### src/rtl/lsu_arb_pkg.sv
// Shared types and constants for the LSU port arbiter: owner encoding, default
// park address and the memory-mapped IO register map the LSU decodes.
package lsu_arb_pkg;

  typedef enum logic [1:0] {
    OWN_NONE = 2'd0,
    OWN_P0   = 2'd1,
    OWN_P1   = 2'd2
  } owner_e;

  // Parking must land in data memory: the LSU writes IO registers on address match alone.
  localparam logic [31:0] PARK_ADDR_DEFAULT = 32'h0000_0000;

  localparam logic [31:0] IO_SW       = 32'h0000_09FF;
  localparam logic [31:0] IO_LCD      = 32'h0000_08A0;
  localparam logic [31:0] IO_LEDG     = 32'h0000_0890;
  localparam logic [31:0] IO_LEDR     = 32'h0000_0880;
  localparam logic [31:0] IO_HEX0     = 32'h0000_0800;
  localparam logic [31:0] IO_HEX_STEP = 32'h0000_0010;

  // HEX0..HEX7 sit at 0x800..0x870 in 0x10 steps.
  function automatic logic [31:0] io_hex_addr(input logic [2:0] idx);
    return IO_HEX0 + {25'd0, idx, 4'd0};
  endfunction

endpackage

### src/rtl/lsu_port_arbiter_rr_pick2.sv
// Combinational 2-way round-robin picker: a sole requester wins, and on a tie
// the port that was not served last wins.
module rr_pick2 (
  input  logic [1:0] req_i,
  input  logic       last_i,   // 0 = P0 served last, 1 = P1 served last
  output logic [1:0] gnt_o
);

  always_comb begin
    gnt_o = 2'b00;
    unique case (req_i)
      2'b01:   gnt_o = 2'b01;
      2'b10:   gnt_o = 2'b10;
      2'b11:   gnt_o = last_i ? 2'b01 : 2'b10;
      default: gnt_o = 2'b00;
    endcase
  end

endmodule

### src/rtl/lsu_port_arbiter.sv
// Shares one load-store unit between the core data path (P0) and the
// debug/DMA loader (P1): round-robin with bounded bursts, 1-cycle read response.
module lsu_port_arbiter
  import lsu_arb_pkg::*;
#(
  parameter int unsigned  MAX_BURST = 4,
  parameter logic [31:0]  PARK_ADDR = PARK_ADDR_DEFAULT,
  localparam int unsigned CW        = $clog2(MAX_BURST + 1)
) (
  input  logic             clk_i,
  input  logic             rst_i,
  // Handshake: a port raises p_req_i and holds its we/addr/wdata stable until
  // p_gnt_o is seen; the transaction is accepted in the cycle req & gnt is high.
  input  logic [1:0]       p_req_i,
  input  logic [1:0]       p_we_i,
  input  logic [1:0][31:0] p_addr_i,
  input  logic [1:0][31:0] p_wdata_i,
  output logic [1:0]       p_gnt_o,
  output logic [1:0]       p_rvalid_o,
  output logic [1:0]       p_err_o,
  output logic [31:0]      p_rdata_o,
  output logic [31:0]      m_addr_o,
  output logic [31:0]      m_st_data_o,
  output logic             m_st_en_o,
  input  logic [31:0]      m_ld_data_i,
  output owner_e           dbg_owner_o,
  output logic             dbg_last_o,
  output logic [CW-1:0]    dbg_burst_cnt_o
);

  owner_e        owner_q, owner_d;
  logic          last_q, last_d;
  logic [CW-1:0] burst_cnt_q, burst_cnt_d;
  logic [1:0]    rvalid_q, rvalid_d;
  logic [1:0]    err_q, err_d;

  logic [1:0] pick_gnt;
  logic [1:0] own_onehot;
  logic [1:0] accept;
  logic       own_req, other_req, burst_room, keep;
  logic       acc_any, acc_port, aligned;

  rr_pick2 u_pick (
    .req_i  (p_req_i),
    .last_i (last_q),
    .gnt_o  (pick_gnt)
  );

  always_ff @(posedge clk_i or posedge rst_i) begin
    if (rst_i) begin
      owner_q     <= OWN_NONE;
      last_q      <= 1'b1;
      burst_cnt_q <= '0;
      rvalid_q    <= 2'b00;
      err_q       <= 2'b00;
    end else begin
      owner_q     <= owner_d;
      last_q      <= last_d;
      burst_cnt_q <= burst_cnt_d;
      rvalid_q    <= rvalid_d;
      err_q       <= err_d;
    end
  end

  always_comb begin
    own_onehot  = 2'b00;
    p_gnt_o     = 2'b00;
    accept      = 2'b00;
    m_addr_o    = PARK_ADDR;
    m_st_data_o = '0;
    m_st_en_o   = 1'b0;
    owner_d     = OWN_NONE;
    last_d      = last_q;
    burst_cnt_d = '0;
    rvalid_d    = 2'b00;
    err_d       = 2'b00;

    case (owner_q)
      OWN_P0:  own_onehot = 2'b01;
      OWN_P1:  own_onehot = 2'b10;
      default: own_onehot = 2'b00;
    endcase

    own_req    = |(own_onehot & p_req_i);
    other_req  = |(~own_onehot & p_req_i);
    burst_room = burst_cnt_q < CW'(MAX_BURST);
    // The owner keeps the port until its burst is spent, unless nobody else wants it;
    // otherwise the round-robin picker (last = owner) hands it over.
    keep       = own_req && (burst_room || !other_req);

    if (!rst_i) p_gnt_o = keep ? own_onehot : pick_gnt;

    accept   = p_gnt_o & p_req_i;
    acc_any  = |accept;
    acc_port = accept[1];
    aligned  = (p_addr_i[acc_port][1:0] == 2'b00);

    if (acc_any) begin
      owner_d = acc_port ? OWN_P1 : OWN_P0;
      last_d  = acc_port;
      if (owner_q == owner_d) begin
        burst_cnt_d = burst_room ? CW'(burst_cnt_q + 1'b1) : burst_cnt_q;
      end else begin
        burst_cnt_d = CW'(1);
      end

      // Misaligned accesses never reach the LSU; they only produce an error pulse.
      if (aligned) begin
        m_addr_o    = p_addr_i[acc_port];
        m_st_data_o = p_wdata_i[acc_port];
        m_st_en_o   = p_we_i[acc_port];
        if (!p_we_i[acc_port]) rvalid_d[acc_port] = 1'b1;
      end else begin
        err_d[acc_port] = 1'b1;
      end
    end
  end

  assign p_rvalid_o      = rvalid_q;
  assign p_err_o         = err_q;
  assign p_rdata_o       = (|rvalid_q) ? m_ld_data_i : '0;
  assign dbg_owner_o     = owner_q;
  assign dbg_last_o      = last_q;
  assign dbg_burst_cnt_o = burst_cnt_q;

endmodule

### config.mk
export PLATFORM = sky130hd
export DESIGN_NAME = lsu_port_arbiter
export DESIGN_NICKNAME = d
export VERILOG_FILES = /design/src/rtl/lsu_arb_pkg.sv /design/src/rtl/lsu_port_arbiter_rr_pick2.sv /design/src/rtl/lsu_port_arbiter.sv
export SDC_FILE = /design/constraint.sdc
export NUM_CORES = 1
export LEC_CHECK = 0
export BUFFER_PORTS_ARGS = -buffer_cell sky130_fd_sc_hd__clkbuf_2
export CAP_MARGIN = 20
export CORE_AREA = 3 3 106 108
export CTS_BUF_LIST = sky130_fd_sc_hd__clkbuf_8 sky130_fd_sc_hd__clkbuf_16
export CTS_CLUSTER_DIAMETER = 80
export CTS_CLUSTER_SIZE = 40
export DETAILED_ROUTE_END_ITERATION = 10
export DIE_AREA = 0 0 109 111
export GPL_ROUTABILITY_DRIVEN = 0
export HOLD_SLACK_MARGIN = 0.05
export PLACE_DENSITY = 0.58
export SLEW_MARGIN = 30
export SYNTH_ARGS = -nofsm -noshare
export SYNTH_HDL_FRONTEND = slang
export SYNTH_SLANG_ARGS = --single-unit
export TNS_END_PERCENT = 50
### constraint.sdc
create_clock -name clk_i -period 1.7 [get_ports clk_i]
set_input_delay 0.255 -clock clk_i [delete_from_list [all_inputs] [get_ports clk_i]]
set_output_delay 0.255 -clock clk_i [all_outputs]
set_load 0.02 [all_outputs]
==> out/metrics.cfg, run 1 <==
[placed_design]
place_ws_ns=-0.306
hpwl_um=8390
portBuffers=272

[die]
dieArea_um2=12100
start_util=0.202
die_x_um=109
coreArea_um2=10300
dieHeight_um=111
num_rows=37
ios=275

[synthesis]
synth-edff-count=0
ys.flop_type=dfrtp_1
syn_inst=319
synthTopCellsByArea=a22oi_1, nand3_1, o21ai_0
synthDistinctLibCells=36
ys_seq_elements=10
avgSynthCellArea_um2=6.53
seq_area_frac_synth=0.121
synth_area_um2=2080
yosysTopAreaCell=a22oi_1
ys_warn_count=0
async_flop_share=1.00
yosysTopAreaCellShare=0.231

[flow_run]
drv_cap=0

[route]
num_vias=3526
wl_per_cell_um=14.9
wl_um=10700
antenna_left=0
viasPerCell=4.90
drt_first_iter_violations=271
drcViolationCount=0
firstDrtPassIters=4

[global_routing]
grt_pass1_wl_um=16500
track_usage=0.163
antenna_found_initial=0
grt.overflow.total=0
grt_max_degree=44
grt_pass1_vias=3497

[timing]
hold_viol=0
finClkSkew_ns=0.000942
setup_viol=65
holdWs_ns=0.200
max_freq_mhz=455
fin_ws_ns=-0.498
grt_setup_unrepaired=yes
final_max_slew_viol_count=0
fin_crit_sh=1.29
period_needed_ns=2.20

[setup_path]
ff2ff_path_depth=6
endpoint_kind=output port
arrival_ns=1.94
cp_max_fo=16
crit_type=flop to output port
worstPathRequired_ns=1.44
critPathLaunchType=flop

[final_layout]
multi_input_area_um2=1940
final_core_util=0.414
synthToLayoutAreaGrowth_pct=105
fill_cells=1036
diodes=0
regArea_um2=253
layout-drive-gt1-share=0.664
final_nets=751

[cts]
clock_sinks=10
cts_buffers=3
cts_tree=yes
postCtsSetupRepairBufs=0
clkTransAtPathRegs_ns=0.05
htree_levels=1
clock_path_buffers=2
insertion_delay_ns=0.23
cts_root_buffer=clkbuf_8

[status]
outcome=complete, but fails checks
violations=negative setup slack

[pwr]
p_leak_nw=2.07
ir_drop_mv=0.265
cellPowerDensity_nw_per_um2=394

[worst_hold_path]
hold_depth=2
hp-class=input pin to flop

-- cells in the final DEF (no fill, tap or decap), drive strengths merged, types with 3 or more instances in the layout --
master	instances
buf	54
inv	8
nand2b	3
nor2b	33
nand3	64
dfrtp	9
a31o	3
o21ai	64
clkbuf	254
nor2	4
a22oi	64
-- what timing repair did --
action	CTS	global route
endpoints found under the setup margin	65	66
pin swaps	0	2
hold endpoints to repair	9	0
gates resized for setup	17	41
gates cloned	1	0
hold buffers	1	0
-- flip-flops by register name (all words and copies together) (netlist names) --
| register | cells |
|---|---|
| dbg_owner_o | 2 |
| dbg_burst_cnt_o | 3 |
| p_rvalid_o | 2 |
| p_err_o | 2 |
| dbg_last_o | 1 |
-- final timing paths --
path | start | end | slack (ns)
setup / recovery | dbg_owner_o[1]$_DFF_PP0_ | m_st_data_o[26] | -0.50
hold / removal | p_we_i[0] | p_rvalid_o[0]$_DFF_PP0_ | 0.20
setup reg to reg | dbg_owner_o[1]$_DFF_PP0_ | dbg_burst_cnt_o[0]$_DFFE_PP0P_ | 0.11
hold reg to reg | dbg_burst_cnt_o[1]$_DFFE_PP0P_ | dbg_burst_cnt_o[1]$_DFFE_PP0P_ | 0.65
max in group asynchronous | rst_i | dbg_last_o$_DFFE_PP1P_ | 0.86
min in group asynchronous | rst_i | dbg_burst_cnt_o[1]$_DFFE_PP0P_ | 0.62
-- metal layers --
layer / part of all wire / vias to the layer above / GRT usage / wire (um)
li1: - / 1721 / - / -
met1: 0.37 / 1622 / 0.182 / 3930
met2: 0.54 / 173 / 0.321 / 5760
met3: 0.086 / 10 / 0.0250 / 925
met4: 0.013 / 0 / 0.0261 / 135
met5: 0 / - / 0 / 0
-- cells by family (layout without fill, tap and decap cells) --
kind of cell,Yosys count,after routing,share of synthesized area
other,1,2,0.00180
XOR/XNOR,1,1,0.00420
flip-flops,10,10,0.121
adder cells (fa/ha/maj),1,1,0.00601
AND/OR/NAND/NOR,111,111,0.292
multiplexers,1,1,0.00541
AO/OA/AOI/OAI,140,140,0.432
buffers and inverters,54,317,0.138
-- layout make-up --
cell class	instances	share of cell area
Tap cell	136	0.0398
Timing Repair Buffer	305	0.426
Multi-Input combinational cell	256	0.455
Clock buffer	4	0.0129
Sequential cell	10	0.0592
Inverter	8	0.00703
-- synth_stat cells (all sizes together) (2+ instances only) --
cell,number
a22oi,64
a31o,3
a31oi,2
buf,26
clkbuf,20
dfrtp,9
inv,8
nand2,2
nand2b,3
nand3,64
nor2,4
nor2b,33
o21ai,64
-- critical path, stage by stage (launching register included) --
cell and delay, ns:
dfrtp_1 0.41, and4bb_2 0.28, a31oi_4 0.23, nand3_4 0.14, buf_4 0.24, a22oi_2 0.22
clkbuf_2 0.19
-- where the power goes --
| group | total [mW] | switching, mW | internal (mW) |
|---|---|---|---|
| combinational | 1.12 | 0.629 | 0.491 |
| clock | 0.287 | 0.0839 | 0.203 |
| sequential | 0.277 | 0.0169 | 0.260 |
-- per-stage QoR --
stage               setup TNS [ns]  cells  power [mW]  instance area, um^2
floorplan                   -13.72    320       0.875                 2440
global placement            -14.10    713        1.32                 4060
detailed placement          -14.69    713        1.33                 4060
CTS                         -31.11    719        1.69                 4210
global route                -35.41    719        1.81                 4270
finish                      -29.46    719        1.68                 4270
Power figures use the tool's default switching activity.
==> run 2: changes to the inputs <==
--- a/config.mk
+++ b/config.mk
@@ -5,6 +5,7 @@
 export SDC_FILE = /design/constraint.sdc
 export NUM_CORES = 1
 export LEC_CHECK = 0
+export ABC_AREA = 1
 export BUFFER_PORTS_ARGS = -buffer_cell sky130_fd_sc_hd__clkbuf_2
 export CAP_MARGIN = 20
 export CORE_AREA = 3 3 106 108
@@ -15,7 +16,7 @@
 export DIE_AREA = 0 0 109 111
 export GPL_ROUTABILITY_DRIVEN = 0
 export HOLD_SLACK_MARGIN = 0.05
-export PLACE_DENSITY = 0.58
+export PLACE_DENSITY = 0.59
 export SLEW_MARGIN = 30
 export SYNTH_ARGS = -nofsm -noshare
 export SYNTH_HDL_FRONTEND = slang
==> run 2 against run 1 <==
  * The flow still finishes with violations (negative setup slack)
  * Highest routed layer unchanged
  * Critical path depth up 8
  * Fmax decreased by 1.5%
  * Die area unchanged
  * Register-to-register slack worse by 0.16 ns
  * Wire length rose by 1.1%
  * Sequential power grew 7.9%
  * Clock power is 14% lower
  * Sequential share of layout area down 0.37 points
==> out/metrics.cfg, run 2 <==
[status]
outcome=complete, but fails checks
violations=negative setup slack

[setup_path]
worstPathRequired_ns=1.44
crit_chain=inv_2 > nand2_2 > nand2_1 > nand2_1 > nand2_2 > nand2_2 > nand2_4 > nand4_1 > buf_4 > nand2_8 > clkbuf_16 > nand2_1 > inv_1 > clkbuf_8
endpoint_kind=output port
crit_type=flop to output port
crit_path_top_delay_cell=dfrtp_2
arrival_ns=1.98
critPathLaunchType=flop
cpPeakStageDelay_ns=0.41
cp_max_fo=6

[timing]
max_freq_mhz=448
fin_crit_sh=1.31
fin_setup_tns_ns=-31.83
period_needed_ns=2.23
final_max_slew_viol_count=0
setup_viol=68
finClkSkew_ns=0.00489
grt_setup_unrepaired=yes
hold_viol=0
fin_ws_ns=-0.532

[final_layout]
fill_cells=1097
final_cells=891
final_nets=923
final_common_cell=nand2_1
synthToLayoutAreaGrowth_pct=112
mostFrequentLayoutCells=nand2_1, clkbuf_2, inv_1
diodes=0
layout-drive-gt1-share=0.505
largest_register_ffs=3
stdcell_area_um2=4580

[synthesis]
ys.flop_type=dfrtp_1
syn_inst=468
seq_area_frac_synth=0.116
synthTopCellsByArea=nand2_1, inv_1, dfrtp_1
synth-simple-area-share=0.581
async_flop_share=1.00
synth-xor-area-share=0.00406
synth_most_common_cell=nand2_1
synth-edff-count=0
synthDistinctLibCells=24
synth_top_family_by_area=simple AND/OR/NAND/NOR gates
synth_area_um2=2160
yosysTopAreaCell=nand2_1
synth-compound-area-share=0.00927
ys_warn_count=0
ys_seq_elements=10
yosysTopAreaCellShare=0.459
avgSynthCellArea_um2=4.61
synthAdderAreaFrac=0.00579
muxShareOfSynthArea=0.00521
synth_common_cells=nand2_1, inv_1, nor2_1

[die]
num_rows=37
start_util=0.209
ios=275
dieHeight_um=111
dieArea_um2=12100
coreArea_um2=10300
die_x_um=109

[cts]
cts_tree=yes
insertion_delay_ns=0.24
cts_root_buffer=clkbuf_8
cts_buffers=3
clock_path_buffers=2
htree_levels=1
hold_buffers=0
clkTransAtPathRegs_ns=0.05
clock_sinks=10

[global_routing]
grt.overflow.total=0
track_usage=0.152
grt_pass1_vias=3356
grt_pass1_wl_um=15100
grt_max_degree=40
antenna_found_initial=0

[route]
firstDrtPassIters=4
wl_um=10900
drt_first_iter_violations=130
viasPerCell=4.00
wl_per_cell_um=12.2
drcViolationCount=0
antenna_left=0
num_vias=3563

[placed_design]
placement.cell_area_um2=3810
place_inst=877
portBuffers=272
hpwl_um=8000

[pwr]
p_int_mw=1.23
cellPowerDensity_nw_per_um2=494
p_switching_mw=1.04
combPwrFrac=0.759
p_leak_nw=3.29
ir_drop_mv=0.213
power_frac_seq=0.132
swShare=0.458
clkPwrFrac=0.109

[worst_hold_path]
hp-class=input pin to asynchronous set/reset pin

[flow_run]
drv_cap=0

## run 2: area by class of cell
cell class | count | area, um^2 | area share
clock buffers | 3 | 41.3 | 0.00901
inverters | 107 | 417 | 0.0909
clock inverters | 1 | 3.75 | 0.000819
well taps | 136 | 170 | 0.0371
multi-input cells | 329 | 1400 | 0.305
repair buffers | 305 | 2300 | 0.501
flip-flops and latches | 10 | 254 | 0.0554
## run 2: per-layer routing
layer,GRT usage,up-vias,wire [um]
met5,0,-,0
met4,0.0286,0,168
met3,0.0221,17,872
met2,0.299,179,5640
met1,0.167,1496,4190
li1,-,1871,-
## run 2: worst paths after layout
kind	startpoint	to	slack [ns]	depth (start not counted)
setup reg to reg	dbg_owner_o[1]$_DFF_PP0_	dbg_burst_cnt_o[2]$_DFFE_PP0P_	-0.05	14
min in group clk_i	p_we_i[0]	p_rvalid_o[0]$_DFF_PP0_	0.19	2
setup / recovery	dbg_owner_o[1]$_DFF_PP0_	m_st_data_o[14]	-0.53	14
hold reg to reg	dbg_last_o$_DFFE_PP1P_	dbg_last_o$_DFFE_PP1P_	0.60	3
max in group asynchronous	rst_i	dbg_last_o$_DFFE_PP1P_	1.29	3
hold / removal	rst_i	p_rvalid_o[1]$_DFF_PP0_	0.18	3
## run 2: worst max-delay path: cells and delay by family (launching register included)
kind                   cells  cell delay [ns]
flip-flops                 1             0.41
AND/OR/NAND/NOR            9             0.73
buffers and inverters      5             0.62
## run 2: power groups by stage
stage / clock network (mW) / logic, mW / registers, mW
final: 0.246 / 1.72 / 0.299
after global routing: 0.271 / 1.89 / 0.304
after CTS: 0.254 / 1.57 / 0.300
after detailed placement: 0 / 1.43 / 0.304
after global placement: 0 / 1.43 / 0.301
after floorplan: 0 / 0.824 / 0.342
## run 2: cell families after synthesis
kind of cell | after synthesis
AO/OA/AOI/OAI | 4
XOR/XNOR | 1
adder cells (fa/ha/maj) | 1
buffers and inverters | 131
flip-flops | 10
multiplexers | 1
other | 1
AND/OR/NAND/NOR | 319
## run 2: metrics by stage
step	setup slack (ns)	power, mW	utilization	hold slack (ns)
6_report	-0.532	2.26	0.444	0.178
3_3_place_gp	-0.296	1.74	0.369	0.416
4_1_cts	-0.560	2.13	0.419	0.170
2_1_floorplan	-0.192	1.17	-	0.156
3_5_place_dp	-0.335	1.74	0.369	0.423
5_1_grt	-0.666	2.47	0.444	0.187
## run 2: what timing repair did
| action | in CTS | in global routing |
|---|---|---|
| gates resized for setup | 109 | 50 |
| pin swaps | 1 | 1 |
| setup buffers | 1 | 2 |
| endpoints found under the hold margin | 0 | 0 |
| setup endpoints to repair | 68 | 69 |
| cloned | 0 | 7 |
